--- src/rtl/demux_pkg.sv ---
// Shared types and helpers for the demux sequencing controller.
package demux_pkg;

  localparam int unsigned NUM_CH = 4;
  localparam int unsigned CH_W   = 2;

  localparam logic [CH_W-1:0] CH_A = 2'd0;
  localparam logic [CH_W-1:0] CH_B = 2'd1;
  localparam logic [CH_W-1:0] CH_C = 2'd2;
  localparam logic [CH_W-1:0] CH_D = 2'd3;

  typedef enum logic {
    ST_IDLE = 1'b0,
    ST_HOLD = 1'b1
  } state_t;

  // Channel code to one-hot valid vector.
  function automatic logic [NUM_CH-1:0] ch_onehot(input logic [CH_W-1:0] ch);
    logic [NUM_CH-1:0] v;
    v     = '0;
    v[ch] = 1'b1;
    return v;
  endfunction

endpackage

--- src/rtl/demux_wait_timer.sv ---
// Counts stalled HOLD cycles; expire flags the last permitted cycle.
module demux_wait_timer #(
  parameter int unsigned TIMEOUT = 15
) (
  input  logic clk,
  input  logic rst_n,
  input  logic clear,
  input  logic enable,
  output logic expire
);

  localparam int unsigned WAIT_W = 8;

  logic [WAIT_W-1:0] r_wait_cnt;

  always_ff @(posedge clk) begin
    if (!rst_n) begin
      r_wait_cnt <= '0;
    end else if (clear) begin
      r_wait_cnt <= '0;
    end else if (enable) begin
      r_wait_cnt <= r_wait_cnt + WAIT_W'(1);
    end
  end

  assign expire = (r_wait_cnt == WAIT_W'(TIMEOUT - 1));

endmodule

--- src/rtl/demux_sched.sv ---
// Accepts one word at a time, steers it to a channel and drops it on stall timeout.
module demux_sched
  import demux_pkg::*;
#(
  parameter int unsigned W       = 1,
  parameter int unsigned TIMEOUT = 15,
  parameter int unsigned CNT_W   = 8
) (
  input  logic              clk,
  input  logic              rst_n,
  input  logic              mode,
  input  logic [CH_W-1:0]   sel_i,
  input  logic              in_valid,
  input  logic [W-1:0]      in_data,
  output logic              in_ready,
  output logic [W-1:0]      out_data,
  output logic [NUM_CH-1:0] out_valid,
  input  logic [NUM_CH-1:0] out_ready,
  output logic [CH_W-1:0]   sel_o,
  output logic              busy,
  output logic              drop_pulse,
  output logic [CNT_W-1:0]  drop_cnt
);

  state_t            r_state,      w_nxt_state;
  logic [W-1:0]      r_hold,       w_nxt_hold;
  logic [CH_W-1:0]   r_sel,        w_nxt_sel;
  logic [NUM_CH-1:0] r_out_valid,  w_nxt_out_valid;
  logic [CH_W-1:0]   r_rr_ptr,     w_nxt_rr_ptr;
  logic              r_rr_mode,    w_nxt_rr_mode;
  logic              r_drop_pulse, w_nxt_drop_pulse;
  logic [CNT_W-1:0]  r_drop_cnt,   w_nxt_drop_cnt;

  logic w_accept;
  logic w_done;
  logic w_ready_tgt;
  logic w_expire;

  assign w_ready_tgt = out_ready[r_sel];

  demux_wait_timer #(
    .TIMEOUT(TIMEOUT)
  ) u_wait_timer (
    .clk    (clk),
    .rst_n  (rst_n),
    .clear  (w_accept),
    .enable ((r_state == ST_HOLD) && !w_ready_tgt),
    .expire (w_expire)
  );

  always_ff @(posedge clk) begin
    if (!rst_n) begin
      r_state      <= ST_IDLE;
      r_hold       <= '0;
      r_sel        <= CH_A;
      r_out_valid  <= '0;
      r_rr_ptr     <= CH_A;
      r_rr_mode    <= 1'b0;
      r_drop_pulse <= 1'b0;
      r_drop_cnt   <= '0;
    end else begin
      r_state      <= w_nxt_state;
      r_hold       <= w_nxt_hold;
      r_sel        <= w_nxt_sel;
      r_out_valid  <= w_nxt_out_valid;
      r_rr_ptr     <= w_nxt_rr_ptr;
      r_rr_mode    <= w_nxt_rr_mode;
      r_drop_pulse <= w_nxt_drop_pulse;
      r_drop_cnt   <= w_nxt_drop_cnt;
    end
  end

  // Transfer wins over drop when ready arrives on the last permitted cycle.
  always_comb begin
    w_nxt_state      = r_state;
    w_nxt_hold       = r_hold;
    w_nxt_sel        = r_sel;
    w_nxt_out_valid  = r_out_valid;
    w_nxt_rr_ptr     = r_rr_ptr;
    w_nxt_rr_mode    = r_rr_mode;
    w_nxt_drop_pulse = 1'b0;
    w_nxt_drop_cnt   = r_drop_cnt;
    w_accept         = 1'b0;
    w_done           = 1'b0;

    case (r_state)
      ST_IDLE: begin
        if (in_valid) begin
          w_accept        = 1'b1;
          w_nxt_hold      = in_data;
          w_nxt_sel       = mode ? r_rr_ptr : sel_i;
          w_nxt_out_valid = ch_onehot(w_nxt_sel);
          w_nxt_rr_mode   = mode;
          w_nxt_state     = ST_HOLD;
        end
      end
      ST_HOLD: begin
        if (w_ready_tgt) begin
          w_done = 1'b1;
        end else if (w_expire) begin
          w_done           = 1'b1;
          w_nxt_drop_pulse = 1'b1;
          if (r_drop_cnt != {CNT_W{1'b1}}) begin
            w_nxt_drop_cnt = r_drop_cnt + CNT_W'(1);
          end
        end
      end
      default: w_nxt_state = ST_IDLE;
    endcase

    if (w_done) begin
      w_nxt_state     = ST_IDLE;
      w_nxt_out_valid = '0;
      if (r_rr_mode) begin
        w_nxt_rr_ptr = r_sel + CH_W'(1);
      end
    end
  end

  assign in_ready   = (r_state == ST_IDLE);
  assign busy       = (r_state == ST_HOLD);
  assign out_data   = r_hold;
  assign out_valid  = r_out_valid;
  assign sel_o      = r_sel;
  assign drop_pulse = r_drop_pulse;
  assign drop_cnt   = r_drop_cnt;

endmodule

--- config.mk ---
export PLATFORM = sky130hd
export DESIGN_NAME = demux_sched
export DESIGN_NICKNAME = d
export VERILOG_FILES = /design/src/rtl/demux_pkg.sv /design/src/rtl/demux_wait_timer.sv /design/src/rtl/demux_sched.sv
export SDC_FILE = /design/constraint.sdc
export NUM_CORES = 1
export LEC_CHECK = 0
export CAP_MARGIN = 10
export CORE_UTILIZATION = 37
export DETAILED_ROUTE_END_ITERATION = 16
export PLACE_DENSITY = 0.66
export SETUP_SLACK_MARGIN = 0.4
export SLEW_MARGIN = 10
export SYNTH_ARGS = -nofsm -noshare
export SYNTH_HDL_FRONTEND = slang
export SYNTH_SLANG_ARGS = --single-unit
--- constraint.sdc ---
create_clock -name clk -period 1.8 [get_ports clk]
set_clock_uncertainty 0.15 [all_clocks]
set_input_delay 0.18 -clock clk [delete_from_list [all_inputs] [get_ports clk]]
set_output_delay 0.18 -clock clk [all_outputs]
set_load 0.02 [all_outputs]
==> impl_metrics.ini <==
[run_status]
outcome = finished with violations
violations = negative setup slack

[placed_design]
dp_cells = 225
place_ws_ns = -0.385
portBuffers = 28
place_area_mm2 = 0.00170
dp_hpwl_mm = 2.11
gp_congestion = 0.750

[global_route]
grt_overflow = 0
antenna_found_initial = 0
grt_max_degree = 17
grt_pass1_vias = 1132
grt_util_all_layers_pct = 16.9
grt_pass1_wl_mm = 4.62

[final_layout]
stdcell_area_mm2 = 0.00178
area_growth_pct = 45.7
fin_nets = 203
fillers = 303
utilization_pct = 57.3
diodes = 0
layout-drive-gt1-share_pct = 36.7
multiInputGateArea_um2 = 679
fin_cells = 232
regArea_um2 = 576

[clock_tree]
cts_tree = done
cts_buffers = 3
cts.htree.levels = 1
clk_pin_slew_ns = 0.15
cts.path.max_buffers = 2
root_buffer = clkbuf_4
numClockSinks = 28
clk_latency_ns = 0.32

[setup_path]
cp_max_fo = 6
worstSetupEndpointType = register
critPathLaunch = sel_o[0]
cp_slowest_stage_delay_ns = 0.54
reg2reg_from = sel_o[0]
crit_path_start_kind = register
crit_required_ns = 1.91
path_class = register to register
cp.arrival_ns = 2.09
cp_cell_sequence = mux4_2 > nor2_4 > nand3_4 > or4_1 > a21oi_1
crit_path_top_delay_cell = mux4_2

[pwr]
clockPowerShare_pct = 30.1
seqPwrFrac_pct = 55.5
power_density_mw_per_mm2 = 658
ir_drop_uv = 420
intPower_mw = 0.886
leakage_nw = 0.739
power_switching_mw = 0.284
swShare_pct = 24.3
p_comb_share_pct = 14.4

[timing]
finalHoldViolCount = 0
setup_violations = 16
rsz0062_at_grt = yes
fin_ws_ns = -0.179
finalSetupTns_ns = -1.12
min_period_ns = 1.98
worst-slew-pin-transition_ns = 0.428
post-route-period-util_pct = 110
slew_headroom_pct = 71.5
clock.fmax_ghz = 0.505
slew_violations = 0

[die]
ios = 29
core.rowCount = 20
die_y_um = 59.5
die_w_um = 59.5
start_util_pct = 39.4
die-area_mm2 = 0.00353
core_mm2 = 0.00310

[synthesis]
synth_most_common_cell = dfxtp_1
syn_area_mm2 = 0.00122
synth_cell_types = 30
ys_warn_count = 0
syn_inst = 136
synth_nets = 150
synth_ff_type = dfxtp_1
yosysSeqAreaShare_pct = 45.9
synth_top_area_share_pct = 45.9
synth_top_area_cell = dfxtp_1
synth_edf_count = 0
syn_avg_cell_area_um2 = 8.98
ys_ff_latch = 28
ys_top_cells_by_area = dfxtp_1, nor2_1, xor2_1
synth_common_cells = dfxtp_1, nor2_1, a21oi_1, nand2_1, xor2_1
async_flop_share_pct = 0

[routing]
drt_pass1_iterations = 4
route.vias.total = 1140
drc = 0
ant_nets = 0
drt_iter0_markers = 28
wl_per_cell_um = 12.1
avgViaCountPerCell = 4.91
wl_mm = 2.80

[min_path]
hp-class = input pin to register
min-delay-start = in_data

[run]
cap_violations = 0
==> routing by layer <==
| layer | global-route usage, % | wire [µm] |
|---|---|---|
| met2 | 31.6 | 1430 |
| met5 | 0 | 0 |
| met4 | 4.08 | 0 |
| met1 | 20.0 | 1250 |
| met3 | 2.40 | 121 |
==> sequential cells by signal, summed over array words and instances (netlist names) <==
register / flops
drop_pulse: 1
r_rr_ptr: 2
r_rr_mode: 1
drop_cnt: 8
busy: 1
out_data: 1
out_valid: 4
sel_o: 2
u_wait_timer.r_wait_cnt: 8
==> worst max-delay path: cells and delay by family, from the launching register on <==
kind / cells / cell delay, ns
flops: 1 / 0.38
compound gates: 1 / 0.14
simple gates: 3 / 0.71
mux: 1 / 0.54
==> cell families after synthesis <==
group | count (synthesis) | synth area share [%]
buffers and inverters | 9 | 3.48
AOI/OAI and AO/OA | 21 | 10.5
muxes | 5 | 5.23
and+or+nand+nor | 60 | 24.7
xor gates and xnor gates | 10 | 7.17
adders and majority gates | 3 | 3.07
DFF | 28 | 45.9
==> cells in the final DEF, fill, tap and decap left out, types with 5 or more instances in the layout <==
cell type         n
and3_1            5
nand3_1           5
buf_4            23
xor2_1            7
buf_2            10
clkdlybuf4s50_1  10
dfxtp_2           9
a21oi_1          10
nor2_1           18
dfxtp_1          18
nand2_1           8
==> cell type report <==
| cell class | instances | share of cell area (%) |
|---|---|---|
| inverter | 5 | 1.05 |
| clock buffer | 4 | 2.67 |
| tap | 44 | 3.09 |
| timing repair buffer | 52 | 22.6 |
| multi-input combinational | 99 | 38.2 |
| sequential | 28 | 32.3 |
==> power by group through the flow <==
stage / clock network [mW] / logic (mW) / registers (mW)
global route: 0.393 / 0.183 / 0.652
floorplan: 0 / 0.0651 / 0.674
CTS: 0.371 / 0.152 / 0.648
detailed placement: 0 / 0.154 / 0.661
finish: 0.353 / 0.169 / 0.649
global placement: 0 / 0.151 / 0.660
==> repair_timing <==
item                       CTS  global route
hold buffers                 0             0
pin swaps                    5             4
setup endpoints to repair   43            35
resized for setup           55            23
setup buffers                2             1
==> metrics by stage <==
step / power [mW] / hold WS [ns]
floorplan: 0.739 / 0.146
global placement: 0.812 / 0.294
detailed placement: 0.815 / 0.304
CTS: 1.17 / 0.232
global route: 1.23 / 0.228
finish: 1.17 / 0.244
==> path summary, 6_finish.rpt <==
| check | depth (start not counted) | to | slack, ns |
|---|---|---|---|
| worst min-delay path | 3 | out_data | 0.24 |
| worst max register to register | 5 | drop_cnt[6] | -0.18 |
| worst max-delay path | 5 | drop_cnt[6] | -0.18 |
| worst min register to register | 2 | out_data | 0.32 |
Note: power is estimated with default switching activity, not from simulation.
